--- config.mk ---
export PLATFORM = sky130hd
export DESIGN_NAME = bus_arbiter
export DESIGN_NICKNAME = d
export VERILOG_FILES = /design/src/rtl/bus_arbiter.sv
export SDC_FILE = /design/constraint.sdc
export NUM_CORES = 1
export LEC_CHECK = 0
export ABC_AREA = 1
export CAP_MARGIN = 30
export CORE_MARGIN = 10
export CORE_UTILIZATION = 47
export DETAILED_ROUTE_END_ITERATION = 7
export PLACE_DENSITY = 0.88
export SLEW_MARGIN = 20
export SYNTH_ARGS = -nofsm -noshare
export SYNTH_HDL_FRONTEND = slang
export SYNTH_SLANG_ARGS = --single-unit
--- constraint.sdc ---
create_clock -name i_clk -period 3.65 [get_ports i_clk]
set_clock_uncertainty 0.1 [all_clocks]
set_input_delay 0.365 -clock i_clk [delete_from_list [all_inputs] [get_ports i_clk]]
set_output_delay 0.365 -clock i_clk [all_outputs]
set_load 0.02 [all_outputs]
--- src/rtl/bus_arbiter.sv ---
// Three-master bus arbiter: fixed priority VGA > UART > CPU with a CPU
// anti-starvation override, registered bus request, one-cycle ack and slave timeout.
module bus_arbiter #(
  parameter int unsigned STARVE_LIMIT = 8,
  parameter int unsigned TIMEOUT      = 255
) (
  input  logic        i_clk,
  input  logic        i_reset_n,
  input  logic        i_vga_cs,
  input  logic [15:0] i_vga_addr,
  output logic        o_vga_ack,
  input  logic        i_uart_cs,
  input  logic        i_uart_we,
  input  logic [15:0] i_uart_addr,
  input  logic [7:0]  i_uart_dat,
  output logic        o_uart_ack,
  input  logic        i_cpu_cs,
  input  logic        i_cpu_we,
  input  logic [15:0] i_cpu_addr,
  input  logic [7:0]  i_cpu_dat,
  output logic        o_cpu_ack,
  output logic [15:0] o_addr,
  output logic [7:0]  o_dat,
  output logic        o_we,
  output logic        o_cs,
  input  logic        i_ack,
  input  logic [7:0]  i_dat,
  output logic [7:0]  o_rdat,
  output logic [2:0]  o_grant,
  output logic        o_timeout
);

  typedef enum logic [1:0] {
    ST_IDLE = 2'd0,
    ST_BUS  = 2'd1,
    ST_DONE = 2'd2
  } state_e;

  localparam logic [7:0] STARVE_MAX   = 8'(STARVE_LIMIT);
  localparam logic [7:0] TIMEOUT_LAST = 8'(TIMEOUT - 1);

  state_e      state_q, state_d;
  logic [2:0]  grant_q, grant_d;
  logic [2:0]  ack_q, ack_d;
  logic        cs_q, cs_d;
  logic        we_q, we_d;
  logic        tout_q, tout_d;
  logic [15:0] addr_q, addr_d;
  logic [7:0]  dat_q, dat_d;
  logic [7:0]  rdat_q, rdat_d;
  logic [7:0]  starve_q, starve_d;
  logic [7:0]  tcnt_q, tcnt_d;
  logic        cpu_boost_s;
  logic [2:0]  win_s;

  // Winner selection, one-hot {cpu,uart,vga}; a starved CPU overrides priority.
  always_comb begin
    cpu_boost_s = i_cpu_cs && (starve_q == STARVE_MAX);
    win_s       = 3'b000;
    if (cpu_boost_s) begin
      win_s = 3'b100;
    end else if (i_vga_cs) begin
      win_s = 3'b001;
    end else if (i_uart_cs) begin
      win_s = 3'b010;
    end else if (i_cpu_cs) begin
      win_s = 3'b100;
    end else begin
      win_s = 3'b000;
    end
  end

  // Next-state and registered-output computation for the transaction FSM.
  always_comb begin
    state_d  = state_q;
    grant_d  = grant_q;
    ack_d    = ack_q;
    cs_d     = cs_q;
    we_d     = we_q;
    tout_d   = tout_q;
    addr_d   = addr_q;
    dat_d    = dat_q;
    rdat_d   = rdat_q;
    starve_d = starve_q;
    tcnt_d   = tcnt_q;
    case (state_q)
      ST_IDLE: begin
        if (win_s != 3'b000) begin
          state_d = ST_BUS;
          grant_d = win_s;
          cs_d    = 1'b1;
          tcnt_d  = 8'd0;
          case (win_s)
            3'b001: begin
              addr_d = i_vga_addr;
              dat_d  = 8'd0;
              we_d   = 1'b0;
            end
            3'b010: begin
              addr_d = i_uart_addr;
              dat_d  = i_uart_dat;
              we_d   = i_uart_we;
            end
            default: begin
              addr_d = i_cpu_addr;
              dat_d  = i_cpu_dat;
              we_d   = i_cpu_we;
            end
          endcase
          // Count only arbitrations the waiting CPU loses, saturating at the limit.
          if (win_s[2]) begin
            starve_d = 8'd0;
          end else if (i_cpu_cs && (starve_q != STARVE_MAX)) begin
            starve_d = starve_q + 8'd1;
          end else begin
            starve_d = starve_q;
          end
        end else begin
          state_d = ST_IDLE;
        end
      end
      ST_BUS: begin
        if (i_ack || (tcnt_q == TIMEOUT_LAST)) begin
          state_d = ST_DONE;
          cs_d    = 1'b0;
          we_d    = 1'b0;
          addr_d  = 16'd0;
          dat_d   = 8'd0;
          ack_d   = grant_q;
          if (i_ack) begin
            rdat_d = i_dat;
          end else begin
            rdat_d = 8'hFF;
            tout_d = 1'b1;
          end
        end else begin
          tcnt_d = tcnt_q + 8'd1;
        end
      end
      ST_DONE: begin
        state_d = ST_IDLE;
        ack_d   = 3'b000;
        tout_d  = 1'b0;
        grant_d = 3'b000;
        tcnt_d  = 8'd0;
      end
      default: begin
        state_d = ST_IDLE;
        grant_d = 3'b000;
        ack_d   = 3'b000;
        cs_d    = 1'b0;
        we_d    = 1'b0;
        tout_d  = 1'b0;
        addr_d  = 16'd0;
        dat_d   = 8'd0;
        tcnt_d  = 8'd0;
      end
    endcase
  end

  // State and output registers; async reset drops the bus request immediately.
  always_ff @(posedge i_clk or negedge i_reset_n) begin
    if (!i_reset_n) begin
      state_q  <= ST_IDLE;
      grant_q  <= 3'b000;
      ack_q    <= 3'b000;
      cs_q     <= 1'b0;
      we_q     <= 1'b0;
      tout_q   <= 1'b0;
      addr_q   <= 16'd0;
      dat_q    <= 8'd0;
      rdat_q   <= 8'd0;
      starve_q <= 8'd0;
      tcnt_q   <= 8'd0;
    end else begin
      state_q  <= state_d;
      grant_q  <= grant_d;
      ack_q    <= ack_d;
      cs_q     <= cs_d;
      we_q     <= we_d;
      tout_q   <= tout_d;
      addr_q   <= addr_d;
      dat_q    <= dat_d;
      rdat_q   <= rdat_d;
      starve_q <= starve_d;
      tcnt_q   <= tcnt_d;
    end
  end

  assign o_vga_ack  = ack_q[0];
  assign o_uart_ack = ack_q[1];
  assign o_cpu_ack  = ack_q[2];
  assign o_addr     = addr_q;
  assign o_dat      = dat_q;
  assign o_we       = we_q;
  assign o_cs       = cs_q;
  assign o_rdat     = rdat_q;
  assign o_grant    = grant_q;
  assign o_timeout  = tout_q;

endmodule

* Word level (Yosys, flattened, before mapping)
Cells that the tools add are included.
** Storage, ports and cells
- Flip-flop bits (word level) :: 59
- Output and inout bits :: 41
** Cells by class
- Add/subtract/negate cells :: 2
- Equal/unequal tests :: 11
- Mux-type cells :: 34
- Bitwise gates (word level) :: 3
- Reductions and logical operators :: 13
** Operator list (number)
- $mux 8 :: 7
- $pmux 16 s3 :: 1
- $mux 16 :: 2
- $pmux 16 s2 :: 1
- $pmux 8 s2 :: 2
- $pmux 8 s3 :: 1
- $mux 3 :: 6
- $add 8x1->8 const B :: 2
- $pmux 3 s2 :: 2
- $reduce_and 3->1 :: 3
- $eq 8x4->1 const B :: 1
- $eq 8x8->1 const B :: 1
- $ne 2x2->1 const B :: 4
- $ne 8x4->1 const B :: 1
- $reduce_and 2->1 :: 4
- $mux 1 :: 6
- $pmux 1 s3 :: 2
- $pmux 1 s2 :: 2
- $pmux 2 s2 :: 1
- $eq 3x1->1 const B :: 1
- $eq 3x2->1 const B :: 1
- $not 1->1 :: 3
- $reduce_bool 3->1 :: 1
- $eq 2x1->1 const B :: 1
- other kinds (6) :: 7

* Depth between registers and ports, before layout
Gate-level depths: netlist of run 1.
- Word-level depth :: 8
- Depth in mapped cells :: 11

* Least setup slack after synthesis of run 1
OpenSTA, ideal clock, no wires.
- Path kind :: register to register
- From :: register tcnt_q[0]
- To :: register tcnt_q[0]
- Setup time :: 0.128 ns
- Arrival :: 1.318 ns
- Required time :: 3.422 ns
- Setup slack :: 2.104 ns
- Cell stages (with the launch flop) :: 11
- Path buffers :: 1
- Period minus slack after synthesis :: 1.546 ns
- Cell sequence :: dfrtp_1 > inv_1 > ha_1 > and3_1 > nand2_1 > nand2_1 > nand2_2 > nand2_2 > buf_4 > nand2_1 > o21ai_0
** On the way
- Word-level cells in the longest chain between the ends :: 4
- Elaborated cells on any way between the ends :: 7
- Classes of those cells :: 1 x add/sub; 2 x eq/ne; 2 x mux; 2 x reduce/logical
** Ends and longest elaborated chain
- from (decl) :: line 52 : logic [7:0] tcnt_q, tcnt_d;
- from (signal assigned) :: line 186 : tcnt_q <= tcnt_d;
- parallel branches: the longest is 4 deep, another holds $add 8x1->8
Several ways; the timed one is not identified. The select of a mux whose other input is x is not followed.
A chain may end at the register's enable or synchronous reset.

* Worst setup path in the final report of run 1
- From :: register starve_q[0]
- To :: register addr_q[14], in the netlist o_addr[14]
** On the way
- Word-level cells in the longest chain between the ends :: 7
- Elaborated cells on any way between the ends :: 11
- Classes of those cells :: 4 x eq/ne; 4 x mux; 3 x reduce/logical
** Ends and longest elaborated chain
- from (decl) :: line 51 : logic [7:0] starve_q, starve_d;
- from (signal assigned) :: line 185 : starve_q <= starve_d;
- $eq 8x4->1 (*) :: line 58 : cpu_boost_s = i_cpu_cs && (starve_q == STARVE_MAX);
- $logic_and 1x1->1 (*) :: line 58
- $mux 3 (*) :: line 60 : if (cpu_boost_s) begin
- $eq 3x2->1 / $eq 3x1->1 (equally long branches) :: line 93 : case (win_s)
- $pmux 16 s2 :: line 93
- $mux 16 :: line 88 : if (win_s != 3'b000) begin
- $pmux 16 s3 :: line 86 : case (state_q)
- to (signal assigned) :: line 182 : addr_q <= addr_d;
- to (decl) :: line 48 : logic [15:0] addr_q, addr_d;
Every way passes the cells marked *; elsewhere a longest branch is shown, timed or not. The select of a mux whose other input is x is not followed.

==> run_results.csv, run 1 <==
group,metric,value,unit
route,first_pass_iters,4,
power_and_ir_drop,p_int,0.001925,W
route,detail-route-antenna-nets,0,
placement,dp_cells,601,
clocking,cts.sink_count,59,
sta,fmax,418.5,MHz
synthesis,yosysTopAreaCell,"dfrtp_1",
sta,finalHoldViolCount,0,
finish,layout.nets,621,
power_and_ir_drop,clock_power_share,23.1,%
route,avgRoutedWirePerCell,15.77,um
global_route,grt_pass1_wl,15.34,mm
flow_run,maxCapViolCount,0,
route,vias,3192,
floorplanning,io_pins,121,
route,via_per_inst,5.157,
critical_path,cp-end-kind,"flip-flop",
clocking,cts_root_buffer,"clkbuf_8",
clocking,htree_levels,3,
route,drc,0,
critical_path,critPathSlowestCell,"o21ai_4",
critical_path,path_max_fanout,45,
floorplanning,num_rows,29,
sta,setup_tns,0,ns
finish,n_antenna_cell,0,
synthesis,synthTopCellsByArea,"dfrtp_1 48%, nand2_1 19%, nand3_1 11%, nor2_1 5.5%, inv_1 3.3%",
critical_path,cp_top_family,"simple AND/OR/NAND/NOR gates",
min_path,min_path_type,"input pin to asynchronous set/reset pin",
finish,stdcell_count,619,
synthesis,ys_ff_latch,59,
finish,drive_gt1_share,5.904,%
critical_path,timing.rr.start,"starve_q[0]",
sta,drv_slew,0,
synthesis,netlist_area,3093,um2
critical_path,cpMostUsedCell,"nand2_1",
floorplanning,initial_core_util,48.43,%
finish,nFillCells,498,
power_and_ir_drop,power_density,688.5,nW/um2
power_and_ir_drop,power_switching,0.001226,W
critical_path,reg2reg_depth,10,
clocking,cts_made_buffers,9,
clocking,cts_tree,"done",
sta,worst_pin_slew,0.8564,ns
placement,gp_congestion,0.8269,
power_and_ir_drop,ir_worst_vdd,0.0005039,V
sta,finalCritPeriodShare,65.46,%
floorplanning,die_area,10230,um2
clocking,cts_max_path_buffers,2,
power_and_ir_drop,sw_frac_of_total,38.90,%
critical_path,worst_ep_required_time,3.82,ns
synthesis,synth_cells,417,
finish,area_growth,47.94,%
sta,post-route-min-period,2.389,ns
critical_path,start_kind,"flip-flop",
route,drt_iter0_drc,221,
synthesis,yosysSeqAreaShare,47.73,%
route,drt_wl_total,9.761,mm
critical_path,r2r-end,"o_addr[14]",
synthesis,ys_types,25,
critical_path,slowest_delay,0.51,ns
global_route,antenna_found_initial,0,
critical_path,critPathBufInv,1,
placement,portBuffers,120,
finish,final_common_cell,"nand2_1",
power_and_ir_drop,leakage,2.212,nW
power_and_ir_drop,seqPwrFrac,33.4,%
floorplanning,dieWidth,101.1,um
synthesis,avgSynthCellArea,7.417,um2
floorplanning,core,6386,um2
power_and_ir_drop,combinationalPowerShare,43.5,%
clocking,clk_latency,0.33,ns
sta,setup_viol,0,
floorplanning,die_y,101.1,um
clocking,cts_resized,0,
synthesis,yosys_warnings,0,
synthesis,synth_nets,501,
global_route,grt_pass1_vias,3315,
synthesis,synth_top_area_share,47.73,%
critical_path,r2r_setup_slack,1.26,ns
clocking,cts_setup_buffers,0,
critical_path,path_class,"flip-flop to flip-flop",
finish,layout.cells.most_common_list,"153 x nand2_1, 119 x clkdlybuf4s50_1, 69 x nand3_1",
global_route,grt_usage,18.45,%
global_route,grt_overflow,0,
finish,utilization,71.65,%
critical_path,cp.arrival,2.56,ns
sta,maxSlewHeadroom,42.73,%
status,status,"finished clean",
clocking,path_clk_slew,0.07,ns
placement,hpwl,7.329,mm
sta,rsz0062_at_grt,"no",
global_route,grt_max_degree,46,
critical_path,crit_chain,"inv_1 > ha_1 > nand2_1 > nor2_1 > nand2_2 > o21ai_4 > nand2_1 > nand3_1 > nand2_1 > nand2_1",
## synth_stat cells (all sizes together)
cell type	n
a21oi	3
nand2	158
and3	1
buf	15
dfrtp	59
nand4	2
nand3	70
o21ai	16
xnor2	1
nor3	4
xor2	5
inv	30
nor4	1
ha	4
nor2	48
## metal layers
layer  routed length, um  track usage, %
met4                 310           8.146
met3                 842           7.956
met5                   0               0
met2                5003           31.98
met1                3604           18.88
## how the worst max path moves through the flow
stage	startpoint	endpoint	slack, ns	cells after the start
4_1_cts	starve_q[0]	o_addr[14]	1.26	10
6_report	starve_q[0]	o_addr[14]	1.26	10
3_5_place_dp	i_cpu_cs	o_addr[14]	1.02	9
3_3_place_gp	i_cpu_cs	o_addr[3]	1.11	9
2_1_floorplan	tcnt_q[0]	tcnt_q[0]	2.10	10
5_1_grt	starve_q[0]	o_addr[13]	1.07	10
## final cells by class
cell class | count | area [um2] | area share [%]
repair buffers | 124 | 1241 | 27.13
flip-flops and latches | 59 | 1476 | 32.27
well taps | 77 | 96.34 | 2.106
multi-input cells | 313 | 1408 | 30.76
clock inverters | 5 | 100.1 | 2.188
inverters | 30 | 112.6 | 2.461
clock buffers | 11 | 141.4 | 3.090
## logic make-up after synthesis
kind of cell             after synthesis  share of synthesized area, %
AO/OA/AOI/OAI                         19                         3.438
AND/OR/NAND/NOR                      284                         38.75
adder cells (fa/ha/maj)                4                         1.618
buffers and inverters                 45                         6.756
flip-flops                            59                         47.73
XOR/XNOR                               6                         1.699
## power by group through the flow
| stage | logic (W) | clock network, W | registers (W) |
|---|---|---|---|
| after floorplan | 0.000520 | 0 | 0.00126 |
| after global placement | 0.00133 | 0 | 0.00105 |
| after detailed placement | 0.00137 | 0 | 0.00105 |
| after CTS | 0.00138 | 0.000732 | 0.00105 |
| after global routing | 0.00150 | 0.000767 | 0.00108 |
| final | 0.00137 | 0.000727 | 0.00105 |
## state kept, by name, summed over array words and instances, names as in the netlist, 2 cells and up
signal / flops
state_q: 2
starve_q: 8
o_grant: 3
ack_q: 3
o_rdat: 8
tcnt_q: 8
o_addr: 16
o_dat: 8
## stage by stage
stage               setup slack [ns]  cell area (um2)  hold WS (ns)  power [W]
global placement               1.115             4304        0.3600   0.002377
CTS                            1.257             4546       0.09836   0.003159
floorplan                      2.104             3093      -0.03059   0.001782
detailed placement             1.020             4304        0.3645   0.002424
global route                   1.069             4576        0.3987   0.003347
finish                         1.261             4576        0.3774   0.003150
## worst reg2reg max path, cell delays in order, from the launching register on
cell     delay [ns]
dfrtp_1        0.40
inv_1          0.11
ha_1           0.15
nand2_1        0.05
nor2_1         0.12
nand2_2        0.49
o21ai_4        0.51
nand2_1        0.13
nand3_1        0.12
nand2_1        0.06
nand2_1        0.08
## what timing repair did
| action | CTS | global route |
|---|---|---|
| endpoints found under the hold margin | 0 | 13 |
| endpoints found under the setup margin | 0 | 0 |
| hold buffers | 0 | 1 |
Power figures use the tool's default switching activity.
==> run 2: changes to the inputs <==
--- a/config.mk
+++ b/config.mk
@@ -8,9 +8,9 @@
 export ABC_AREA = 1
 export CAP_MARGIN = 30
 export CORE_MARGIN = 10
-export CORE_UTILIZATION = 47
+export CORE_UTILIZATION = 44
 export DETAILED_ROUTE_END_ITERATION = 7
-export PLACE_DENSITY = 0.88
+export PLACE_DENSITY = 0.84
 export SLEW_MARGIN = 20
 export SYNTH_ARGS = -nofsm -noshare
 export SYNTH_HDL_FRONTEND = slang
==> constraint.sdc (replaced) <==
create_clock -name i_clk -period 2.3 [get_ports i_clk]
set_clock_uncertainty 0.1 [all_clocks]
set_input_delay 0.23 -clock i_clk [delete_from_list [all_inputs] [get_ports i_clk]]
set_output_delay 0.23 -clock i_clk [all_outputs]
set_load 0.02 [all_outputs]
==> run_results.csv, run 2 (synthesis results as in run 1) <==
group,metric,value,unit
status,status,"finished clean",
route,avgRoutedWirePerCell,15.16,um
clocking,clk_latency,0.33,ns
route,via_per_inst,4.997,
critical_path,reg2reg_depth,10,
finish,ff_latch_area,1476,um2
global_route,grt_overflow,0,
route,drt_wl_total,9.685,mm
sta,rsz0062_at_grt,"no",
floorplanning,core,6832,um2
power_and_ir_drop,leakage,2.212,nW
clocking,cts.sink_count,59,
finish,multi_input_area,1416,um2
power_and_ir_drop,ir_worst_vdd,0.0009491,V
clocking,htree_levels,3,
critical_path,path_max_fanout,26,
critical_path,timing.rr.start,"starve_q[0]",
sta,setup_viol,0,
sta,worst_pin_slew,0.6024,ns
sta,fmax,491.7,MHz
min_path,min_path_type,"input pin to asynchronous set/reset pin",
sta,setup_tns,0,ns
floorplanning,die_area,10780,um2
global_route,grt_pass1_vias,3228,
critical_path,cp-end-kind,"flip-flop",
finish,n_antenna_cell,0,
floorplanning,num_rows,30,
floorplanning,io_pins,121,
global_route,grt_pass1_wl,15.72,mm
finish,final_common_cell,"nand2_1",
critical_path,worst_ep_required_time,2.48,ns
critical_path,cp.arrival,2.21,ns
clocking,cts_made_buffers,9,
placement,hpwl,7.073,mm
sta,fin_ws,0.2663,ns
clocking,cts_tree,"done",
global_route,grt_usage,17.54,%
finish,layout.cells.most_common_list,"153 x nand2_1, 119 x clkdlybuf4s50_1, 69 x nand3_1",
finish,area_growth,48.54,%
placement,gp_congestion,0.7853,
clocking,cts_max_path_buffers,2,
power_and_ir_drop,power_density,1045,nW/um2
route,detail-route-antenna-nets,0,
floorplanning,die_y,103.8,um
finish,drive_gt1_share,6.262,%
sta,finalCritPeriodShare,88.42,%
route,drc,0,
critical_path,path_class,"flip-flop to flip-flop",
finish,largest_reg_flops,16,
route,vias,3193,
floorplanning,dieWidth,103.8,um
flow_run,maxCapViolCount,0,
clocking,cts_root_buffer,"clkbuf_8",
global_route,antenna_found_initial,0,
clocking,path_clk_slew,0.06,ns
sta,drv_slew,0,
critical_path,r2r-end,"o_addr[7]",
finish,layout.nets,624,
route,drt_iter0_drc,204,
clocking,cts_setup_buffers,0,
finish,nFillCells,565,
route,first_pass_iters,5,
sta,post-route-min-period,2.034,ns
critical_path,start_kind,"flip-flop",
sta,finalHoldViolCount,0,
placement,portBuffers,120,
placement,place_ws,0.1131,ns
critical_path,r2r_setup_slack,0.27,ns
sta,maxSlewHeadroom,59.83,%
global_route,grt_max_degree,60,
floorplanning,initial_core_util,45.27,%
==> run 2: layout make-up <==
type                       count  area share, %
clock buffer                  12          3.595
clock inverter                 2         0.7625
inverter                      30          2.451
multi-input combinational    314          30.83
sequential                    59          32.14
tap                           96          2.614
timing repair buffer         126          27.61
==> run 2: worst max-delay path: stages (launching register included) <==
cell and delay, ns:
dfrtp_1 0.39, inv_1 0.09, ha_1 0.16, nand2_1 0.05, nor2_1 0.12, nand2_2 0.32, o21ai_2 0.39, nand2_1 0.11
nand3_1 0.09, nand2_1 0.06, nand2_1 0.07
==> run 2: worst max path at each step <==
stage                      startpoint   endpoint  slack [ns]  depth (start not counted)
after CTS                 starve_q[0]  o_addr[4]        0.24                         10
after global placement       i_cpu_cs  o_addr[9]        0.22                          9
after floorplan             tcnt_q[0]  tcnt_q[0]        0.75                         10
after detailed placement     i_cpu_cs  o_addr[4]        0.11                          9
final                     starve_q[0]  o_addr[7]        0.27                         10
after global routing      starve_q[0]   o_dat[1]        0.04                         10
==> run 2: what timing repair did <==
| action | CTS | global route |
|---|---|---|
| hold endpoints to repair | 59 | 0 |
| endpoints found under the setup margin | 0 | 2 |
| gates resized for setup | 0 | 0 |
| hold buffers | 1 | 0 |
==> run 2: power breakdown <==
| part | total, W | switching [W] | internal, W |
|---|---|---|---|
| sequential | 0.00165 | 0.000244 | 0.00141 |
| combinational | 0.00218 | 0.00127 | 0.000910 |
| clock | 0.000970 | 0.000395 | 0.000575 |
| total | 0.00480 | 0.00191 | 0.00289 |
==> run 2: stage by stage <==
step / std cells / hold WS (ns) / cell area, um2 / utilization, % / total power [W]
detailed placement: 623 / 0.1594 / 4375 / 64.05 / 0.003840
finish: 639 / 0.3269 / 4594 / 67.25 / 0.004800
CTS: 638 / 0.3360 / 4586 / 67.12 / 0.004828
global route: 639 / 0.3494 / 4594 / 67.25 / 0.005124
floorplan: 417 / -0.1656 / 3093 / - / 0.002828
global placement: 623 / 0.1594 / 4375 / 64.05 / 0.003784
==> run 2: layer usage <==
layer	up-vias	part of all wire, %	GRT usage [%]
met1	1496	39	18.78
met4	0	2.7	7.654
met5	-	0	0
met3	19	8.0	6.877
li1	1568	-	-
met2	110	50	29.95
==> run 3: changes to the inputs <==
--- a/config.mk
+++ b/config.mk
@@ -11,7 +11,7 @@
 export CORE_UTILIZATION = 44
 export DETAILED_ROUTE_END_ITERATION = 7
 export PLACE_DENSITY = 0.84
-export SLEW_MARGIN = 20
+export SLEW_MARGIN = 5
 export SYNTH_ARGS = -nofsm -noshare
 export SYNTH_HDL_FRONTEND = slang
 export SYNTH_SLANG_ARGS = --single-unit
==> results of run 3 <==
No change in the layout: final DEF, timing and power equal those of run 2.
